===== config.mk =====
export PLATFORM = sky130hd
export DESIGN_NAME = wb_stage
export DESIGN_NICKNAME = d
export VERILOG_FILES = /design/src/rtl/wb_stage.sv
export SDC_FILE = /design/constraint.sdc
export NUM_CORES = 1
export LEC_CHECK = 0
export CORE_ASPECT_RATIO = 1.5
export CORE_MARGIN = 5
export CORE_UTILIZATION = 25
export DETAILED_ROUTE_END_ITERATION = 16
export GPL_ROUTABILITY_DRIVEN = 1
export HOLD_SLACK_MARGIN = 0.1
export PLACE_DENSITY = 0.6
export RECOVER_POWER = 50
export SYNTH_ARGS = -nofsm -noshare
export SYNTH_HDL_FRONTEND = slang
export SYNTH_SLANG_ARGS = --single-unit

===== constraint.sdc =====
create_clock -name clk -period 3.2 [get_ports clk]
set_input_delay 0.64 -clock clk [delete_from_list [all_inputs] [get_ports clk]]
set_output_delay 0.64 -clock clk [all_outputs]
set_load 0.02 [all_outputs]

===== src/rtl/wb_stage.sv =====
// wb_stage: writeback pipeline stage.
//   Registers the MEM->WB bus, extracts and sign/zero-extends load data from the
//   synchronous data SRAM read, and drives the register-file write port, the WB->ID
//   forwarding bus and the retirement debug trace.
// Ports:
//   clk, resetn          clock and asynchronous active-low reset
//   stall, flush         hold / discard the instruction in WB (flush wins)
//   mem_to_wb_valid/bus  incoming instruction {pc, rf_we, rf_waddr, result, load_op, addr_lo}
//   data_sram_rdata      SRAM read data, valid only in the load's first cycle in WB
//   wb_to_rf_bus         {we, waddr, wdata} register-file write port (commit only)
//   wb_to_id_bus         {we, waddr, wdata} forwarding bus (asserted while valid)
//   debug_wb_*           retirement trace
module wb_stage #(
    parameter int MEM_TO_WB_WD = 75,
    parameter int WB_TO_RF_WD  = 38
) (
    input  logic                    clk,
    input  logic                    resetn,
    input  logic                    stall,
    input  logic                    flush,
    input  logic                    mem_to_wb_valid,
    input  logic [MEM_TO_WB_WD-1:0] mem_to_wb_bus,
    input  logic [31:0]             data_sram_rdata,
    output logic [WB_TO_RF_WD-1:0]  wb_to_rf_bus,
    output logic [WB_TO_RF_WD-1:0]  wb_to_id_bus,
    output logic [31:0]             debug_wb_pc,
    output logic [3:0]              debug_wb_rf_wen,
    output logic [4:0]              debug_wb_rf_wnum,
    output logic [31:0]             debug_wb_rf_wdata
);

    localparam logic [2:0] LD_LB  = 3'b001;
    localparam logic [2:0] LD_LBU = 3'b010;
    localparam logic [2:0] LD_LH  = 3'b011;
    localparam logic [2:0] LD_LHU = 3'b100;
    localparam logic [2:0] LD_LW  = 3'b101;

    logic        wb_valid;
    logic [31:0] wb_pc;
    logic        wb_rf_we;
    logic [4:0]  wb_rf_waddr;
    logic [31:0] wb_result;
    logic [2:0]  wb_load_op;
    logic [1:0]  wb_addr_lo;
    logic        hold_valid;
    logic [31:0] hold_data;

    logic        is_load;
    logic [31:0] ld_src;
    logic [7:0]  ld_byte;
    logic [15:0] ld_half;
    logic [31:0] ld_ext;
    logic [31:0] wdata;
    logic        commit;
    logic        id_we;
    logic        rf_we;

    assign is_load = (wb_load_op >= LD_LB) && (wb_load_op <= LD_LW);

    always_ff @(posedge clk or negedge resetn) begin
        if (!resetn) begin
            wb_valid    <= 1'b0;
            wb_pc       <= '0;
            wb_rf_we    <= 1'b0;
            wb_rf_waddr <= '0;
            wb_result   <= '0;
            wb_load_op  <= '0;
            wb_addr_lo  <= '0;
            hold_valid  <= 1'b0;
            hold_data   <= '0;
        end else if (flush) begin
            wb_valid   <= 1'b0;
            hold_valid <= 1'b0;
        end else if (!stall) begin
            wb_valid    <= mem_to_wb_valid;
            wb_pc       <= mem_to_wb_bus[74:43];
            wb_rf_we    <= mem_to_wb_bus[42];
            wb_rf_waddr <= mem_to_wb_bus[41:37];
            wb_result   <= mem_to_wb_bus[36:5];
            wb_load_op  <= mem_to_wb_bus[4:2];
            wb_addr_lo  <= mem_to_wb_bus[1:0];
            hold_valid  <= 1'b0;
        end else if (wb_valid && is_load && !hold_valid) begin
            // SRAM rdata is only valid in the first WB cycle; capture it so a
            // stall of any length still commits the original load data.
            hold_valid <= 1'b1;
            hold_data  <= data_sram_rdata;
        end
    end

    assign ld_src  = hold_valid ? hold_data : data_sram_rdata;
    assign ld_byte = ld_src[8*wb_addr_lo +: 8];
    assign ld_half = wb_addr_lo[1] ? ld_src[31:16] : ld_src[15:0];

    always_comb begin
        ld_ext = ld_src;
        case (wb_load_op)
            LD_LB:   ld_ext = {{24{ld_byte[7]}}, ld_byte};
            LD_LBU:  ld_ext = {24'h0, ld_byte};
            LD_LH:   ld_ext = {{16{ld_half[15]}}, ld_half};
            LD_LHU:  ld_ext = {16'h0, ld_half};
            default: ld_ext = ld_src;
        endcase
    end

    assign wdata  = is_load ? ld_ext : wb_result;
    assign commit = wb_valid && !stall && !flush;
    // r0 writes are suppressed on both buses so neither RF nor ID ever sees them.
    assign id_we  = wb_valid && wb_rf_we && (wb_rf_waddr != 5'd0);
    assign rf_we  = commit && id_we;

    assign wb_to_rf_bus      = {rf_we, wb_rf_waddr, wdata};
    assign wb_to_id_bus      = {id_we, wb_rf_waddr, wdata};
    assign debug_wb_pc       = wb_valid ? wb_pc : 32'h0;
    assign debug_wb_rf_wen   = {4{rf_we}};
    assign debug_wb_rf_wnum  = commit ? wb_rf_waddr : 5'd0;
    assign debug_wb_rf_wdata = commit ? wdata : 32'h0;

endmodule


==> results.md, run 1 <==
* Sequential power share at between 30% and 40%
* Max-Slew Margin vs Limit at a little under a fifth
* Hold Path Class: flip-flop to flip-flop
* Clock Latency Late Sink at between 0.3 and 0.4 ns
* WL/cell at between 20 and 25 um
* Critical-path maximum fanout at 8
* Switching share of power at a little under two fifths
* Root Buffer: clkbuf_16
* FF-to-FF setup slack at 0.51 ns
* CTS H-tree depth at 3
* Syn Nets at 720
* Hold path startpoint: hold_data[3]
* Detailed placer's ending HPWL at around 19 mm
* Switching pwr at 0.002122 W
* Vias/cell at 4.763
* DIE AREA at 0.03013 mm2
* Min Tclk post-route at 3.272 ns
* First-pass GRT wire length at roughly 37 mm
* Share of cells above drive strength 1 at between 40% and 50%
* Slew @ Worst Pin at ~1.2 ns
* Reg-to-reg endpoint: hold_data[5]
* Cts hold-fix bufs at 0
* Cells after Synth at 608
* Outcome: complete, but fails checks
* # clock sinks at roughly 110
* Crit path capture type: primary output
* Fraction of registers with async set/reset at 100.0%
* WS Path Type: flip-flop to primary output
* Worst setup SP type: flip-flop
* Syn avg cell area at 10.98 um2
* Post-route ant nets at 0
* Final hold violations at 0
* Tot Pwr at ~0.0057 W
* Max VDD drop at a little under 0.0003 V
* RSZ-0062 raised after global routing: true
* Cell-internal power at about 0.0035 W
* Clk buf depth at 2
* Register area share after synthesis at between 40 and 50%
* Area grow syn2layout at 55.47%
* Worst R2R Path Depth at 7
* Cell Area, Synth at about 0.0067 mm2
* Min-Delay Path Depth at 1
* # nets final at about 1000
* Placed cell area at around 0.0096 mm2
* DIE HEIGHT at approximately 210 um
* Number of remaining DRC errors at 0
* Failing checks: negative setup slack
* # placed instances at around 1200
* Comb pwr share at 46.1%
* Fin crit share at 102.3%
* Via count at 5744
* Synth unique cells at 43
* PD cells at ~540 mW/mm2
* I/O Buffers at between 200 and 300
* Cts bufs inserted at 9
* Most frequent cell after synthesis: mux2_2
* Drt first pass iters at 4
* Share of the synthesized area in the top cell type at 40.87%
* Max Cap Viol at 0
* Initial Util at about a quarter
* Synth warn at 0
* Post-route core utilization at 39.31%
* Final std cells w/o fill at approximately 1200
* Top FF cell, synth: dfrtp_1
* Final Worst Setup Slack at -0.07228 ns
* Flops & latches, synth at about 110
* Maximum clock rate at between 300 and 400 MHz
* Initial antenna violation count at 5
* Die X at ~140 um
* Vias in the first global route at around 6100
* Final setup viols at 25
* Clock Power Share at between 20% and 30%
* Layout Skew at between 0.01 and 0.015 ns
* Largest net degree at the start of global routing at 52
* Leakage Power at 4.269 nW
* Slew Viols, Final at 0
* WHS Endpoint: hold_data[3]
* Commonest cells in the netlist: mux2_2 (130), dfrtp_1 (109), buf_4 (47)
* CTS tree: yes
* Total Routing Usage GR at 16.39%
* Wirelength, routed at roughly 25 mm
* Post-Layout Inst Area at 0.01038 mm2
* # IOs at approximately 260
* Required @ worst endpoint at around 2.6 ns
* RR Startpoint: wb_load_op[0]
* Placer congestion estimate at between 0.8 and 0.9
* Grt ovf at 0
* Num rows at 73
* Yosys top cell by area: dfrtp_1
* Setup TNS at -1.218 ns
* Initial DRC count at 305
* Critical path arrival at 2.63 ns
* Synth area leaders: dfrtp_1 (41%), mux2_2 (22%), buf_4 (5.3%)
* Core Area at about 0.026 mm2
* Number of flops mapped to enable cells by yosys at 0
* Clock transition at path regs at around 0.080 ns
## power groups by stage
stage | clock [W] | combinational (W) | sequential, W
6_report | 0.00119 | 0.00261 | 0.00185
5_1_grt | 0.00128 | 0.00277 | 0.00189
3_5_place_dp | 0 | 0.00235 | 0.00188
4_1_cts | 0.00123 | 0.00250 | 0.00185
3_3_place_gp | 0 | 0.00234 | 0.00186
2_1_floorplan | 0 | 0.00146 | 0.00181
## stage by stage
stage | hold WS (ns) | setup slack (ns)
5_1_grt | 0.5118 | -0.1519
6_report | 0.4984 | -0.07228
3_3_place_gp | 0.4703 | -0.5699
3_5_place_dp | 0.4809 | -0.5993
2_1_floorplan | 0.3444 | 0.2691
4_1_cts | 0.3119 | -0.08462
## placed cells by master, fill, tap and decap left out, types with 11 or more instances in the layout
cell,count
dfrtp_1,107
buf_6,35
mux4_2,14
dlygate4sd2_1,22
dlygate4sd3_1,11
and2_1,36
nand2_1,32
buf_4,62
a211oi_2,14
nor2_1,36
buf_2,25
a21oi_4,13
mux2_2,130
clkdlybuf4s50_1,148
o21ai_0,14
## routing by layer
metal / track usage (%) / vias to the layer above / part of all wire, %
li1: - / 2683 / -
met1: 19.43 / 2832 / 38
met2: 28.24 / 192 / 53
met3: 4.063 / 35 / 6.3
met4: 6.530 / 2 / 2.9
met5: 0 / - / 0.048
## logic make-up after synthesis
kind of cell / count (synthesis) / share of synthesized area [%]
multiplexers: 160 / 29.30
AND/OR/NAND/NOR: 143 / 10.78
flip-flops: 109 / 40.87
buffers and inverters: 91 / 8.474
AO/OA/AOI/OAI: 105 / 10.57
## worst max-delay path, cell delays in order (launching register included)
cell	delay [ns]
dfrtp_2	0.44
buf_12	0.14
mux2_4	0.29
mux4_2	0.52
o211ai_4	0.21
buf_12	0.15
buf_12	0.12
buf_16	0.14
a211oi_2	0.07
buf_4	0.17
## sequential cells by signal, indices dropped and copies added, names as in the netlist
| name | count |
|---|---|
| wb_rf_we | 1 |
| wb_load_op | 3 |
| hold_valid | 1 |
| wb_rf_waddr | 5 |
| wb_addr_lo | 2 |
| wb_result | 32 |
| wb_valid | 1 |
| wb_pc | 32 |
| hold_data | 32 |
## worst max path at each step
| stage | start | to | slack, ns | cells past startpoint |
|---|---|---|---|---|
| floorplan | data_sram_rdata[31] | wb_to_rf_bus[30] | 0.27 | 7 |
| global route | wb_addr_lo[1] | debug_wb_rf_wdata[21] | -0.15 | 9 |
| CTS | wb_addr_lo[1] | debug_wb_rf_wdata[20] | -0.08 | 9 |
| finish | wb_addr_lo[1] | debug_wb_rf_wdata[20] | -0.07 | 9 |
| detailed placement | data_sram_rdata[31] | wb_to_id_bus[14] | -0.60 | 7 |
| global placement | data_sram_rdata[31] | wb_to_id_bus[8] | -0.57 | 7 |
## area by class of cell
type | count | area, um2
Clock inverter | 6 | 61.31
Multi-Input combinational cell | 408 | 3797
Fill cell | 2605 | 16020
Inverter | 3 | 11.26
Antenna cell | 4 | 10.01
Tap cell | 337 | 421.7
Timing Repair Buffer | 329 | 3105
Sequential cell | 109 | 2730
Clock buffer | 10 | 239.0
## repair_timing
item / CTS / global route
buffers inserted: 9 / 1
setup endpoints to repair: 95 / 80
gates resized for setup: 436 / 73
hold endpoints to repair: 0 / 0
pin swaps: 2 / 7
gates cloned: 3 / 0
Note: power is estimated with default switching activity, not from simulation.
==> run 2: changes to the inputs <==
--- a/config.mk
+++ b/config.mk
@@ -7,11 +7,11 @@
 export LEC_CHECK = 0
 export CORE_ASPECT_RATIO = 1.5
 export CORE_MARGIN = 5
-export CORE_UTILIZATION = 25
+export CORE_UTILIZATION = 45
 export DETAILED_ROUTE_END_ITERATION = 16
 export GPL_ROUTABILITY_DRIVEN = 1
 export HOLD_SLACK_MARGIN = 0.1
-export PLACE_DENSITY = 0.6
+export PLACE_DENSITY = 0.91
 export RECOVER_POWER = 50
 export SYNTH_ARGS = -nofsm -noshare
 export SYNTH_HDL_FRONTEND = slang
==> results.md, run 2 (synthesis gave the netlist of run 1 again) <==
* Outcome: complete, but fails checks
* Failing checks: max-capacitance violations, max-slew violations, negative setup slack
* Wirelength, routed at ~25 mm
* Placed cell area at roughly 0.0095 mm2
* RR Startpoint: wb_load_op[1]
* Final Worst Setup Slack at -0.2152 ns
* Clock transition at path regs at about 0.09 ns
* Post-Layout Inst Area at 0.01032 mm2
* Total Routing Usage GR at 27.89%
* Critical-path maximum fanout at 8
* RSZ-0062 raised after global routing: true
* Core Area at 0.01459 mm2
* Number of remaining DRC errors at 0
* Via count at just over 6000
* Clock Power Share at roughly a fifth
* WS Path Type: flip-flop to primary output
* Initial antenna violation count at 1
* Slew Viols, Final at 55
* Leakage Power at 4.330 nW
* Area grow syn2layout at 54.61%
* Min-Delay Path Depth at 1
* Required @ worst endpoint at 2.56 ns
* Min Tclk post-route at around 3.4 ns
* Vias in the first global route at approximately 6600
* Slew @ Worst Pin at roughly 1.5 ns
* CTS H-tree depth at 3
* # nets final at 980
* # IOs at around 260
* Layout Skew at around 0.013 ns
* Switching share of power at between 30% and 40%
* Root Buffer: clkbuf_16
* Commonest cells after routing, fill and taps aside: clkdlybuf4s50_1 (148), mux2_2 (129), dfrtp_1 (108)
* Die X at about 110 um
* First-pass GRT wire length at ~37 mm
* Initial Util at between 40% and 50%
* WL/cell at roughly 23 um
* FF-to-FF setup slack at approximately 0.65 ns
* Max-Slew Margin vs Limit at -0.1512%
* Fin crit share at 106.7%
* # placed instances at ~1000
* Cell-internal power at between 0.003 and 0.004 W
* Placer congestion estimate at around 0.99
* Num rows at 54
* Clock Latency Late Sink at 0.35 ns
* Cts bufs inserted at 9
* PD cells at 566.9 mW/mm2
* Comb pwr share at a little under half
* # clock sinks at roughly 110
* Final setup viols at 76
* Switching pwr at between 0.002 and 0.0025 W
* CTS tree: yes
* DIE HEIGHT at about 160 um
* Worst R2R Path Depth at 8
* Vias/cell at ~5.8
* Hold path startpoint: wb_pc[2]
* Drt first pass iters at 5
* Grt ovf at 0
* Final std cells w/o fill at 1070
* Worst setup SP type: flip-flop
* Sequential power share at between 30% and 40%
* Detailed placer's ending HPWL at 18.08 mm
* Commonest non-fill, non-tap cell in the layout: clkdlybuf4s50_1
* Max Cap Viol at 2
* Post-route ant nets at 0
* Critical path arrival at approximately 2.8 ns
* Clk buf depth at 2
* WHS Endpoint: wb_pc[2]
* Largest net degree at the start of global routing at 60
* Share of cells above drive strength 1 at 42.84%
* Initial DRC count at 330
* Maximum clock rate at roughly 290 MHz
* Reg-to-reg endpoint: hold_data[26]
* Crit path capture type: primary output
* Hold Path Class: flip-flop to flip-flop
* Final hold violations at 0
* DIE AREA at approximately 0.017 mm2
* I/O Buffers at between 200 and 300
* Largest registers: hold_data: 32 flops, wb_pc: 32 flops, wb_result: 32 flops
* Max VDD drop at ~0.00036 V
* Post-route core utilization at between 70% and 80%
run 2: worst max-delay path by stage:
| stage | from | to | slack, ns | cells past startpoint |
|---|---|---|---|---|
| 2_1_floorplan | data_sram_rdata[31] | wb_to_rf_bus[30] | 0.27 | 7 |
| 3_3_place_gp | data_sram_rdata[31] | wb_to_rf_bus[12] | -0.53 | 7 |
| 5_1_grt | wb_addr_lo[1] | wb_to_rf_bus[22] | -0.27 | 10 |
| 4_1_cts | wb_addr_lo[1] | debug_wb_rf_wdata[31] | -0.14 | 10 |
| 3_5_place_dp | data_sram_rdata[31] | wb_to_id_bus[12] | -0.63 | 7 |
| 6_report | wb_addr_lo[1] | wb_to_rf_bus[22] | -0.22 | 10 |
run 2: stage by stage:
stage	TNS (ns)	hold WS, ns	setup WS [ns]	power, W
after floorplan	0	0.3444	0.2691	0.003270
after global placement	-37.94	0.4677	-0.5297	0.004178
after detailed placement	-40.70	0.4845	-0.6330	0.004256
after CTS	-2.631	0.3769	-0.1413	0.005744
after global routing	-14.33	0.5120	-0.2724	0.006082
final	-9.029	0.5027	-0.2152	0.005850
run 2: routing by layer:
metal	GRT usage, %	routed length, um	vias up
li1	-	-	2693
met1	29.39	8611	3053
met2	48.92	13170	339
met3	6.166	1754	89
met4	17.47	1581	0
met5	0	0	-
run 2: final cells by class:
cell class | instances | area (um2)
fillers | 1021 | 4275
multi-input cells | 408 | 3822
repair buffers | 337 | 3178
flip-flops and latches | 109 | 2729
well taps | 196 | 245.2
clock buffers | 9 | 225.2
clock inverters | 7 | 105.1
inverters | 3 | 11.26
diodes | 1 | 2.502
run 2: worst max-delay path, stage by stage, from the launching register on:
cell	delay (ns)
dfrtp_1	0.42
buf_12	0.16
mux2_4	0.29
mux4_2	0.50
buf_6	0.16
o211ai_4	0.26
buf_12	0.16
buf_16	0.15
buf_6	0.11
a21oi_4	0.05
buf_6	0.14
run 2: power by group through the flow:
stage          logic (W)  registers (W)  clock network [W]
6_report         0.00275        0.00187            0.00123
5_1_grt          0.00288        0.00190            0.00130
4_1_cts          0.00264        0.00186            0.00125
3_5_place_dp     0.00238        0.00188                  0
3_3_place_gp     0.00233        0.00185                  0
2_1_floorplan    0.00146        0.00181                  0
run 2: what timing repair did:
item	4_1_cts	5_1_grt
cloned	3	0
pin swaps	6	11
setup endpoints to repair	96	84
setup buffers	18	4
gates resized for setup	470	60
hold buffers	0	0
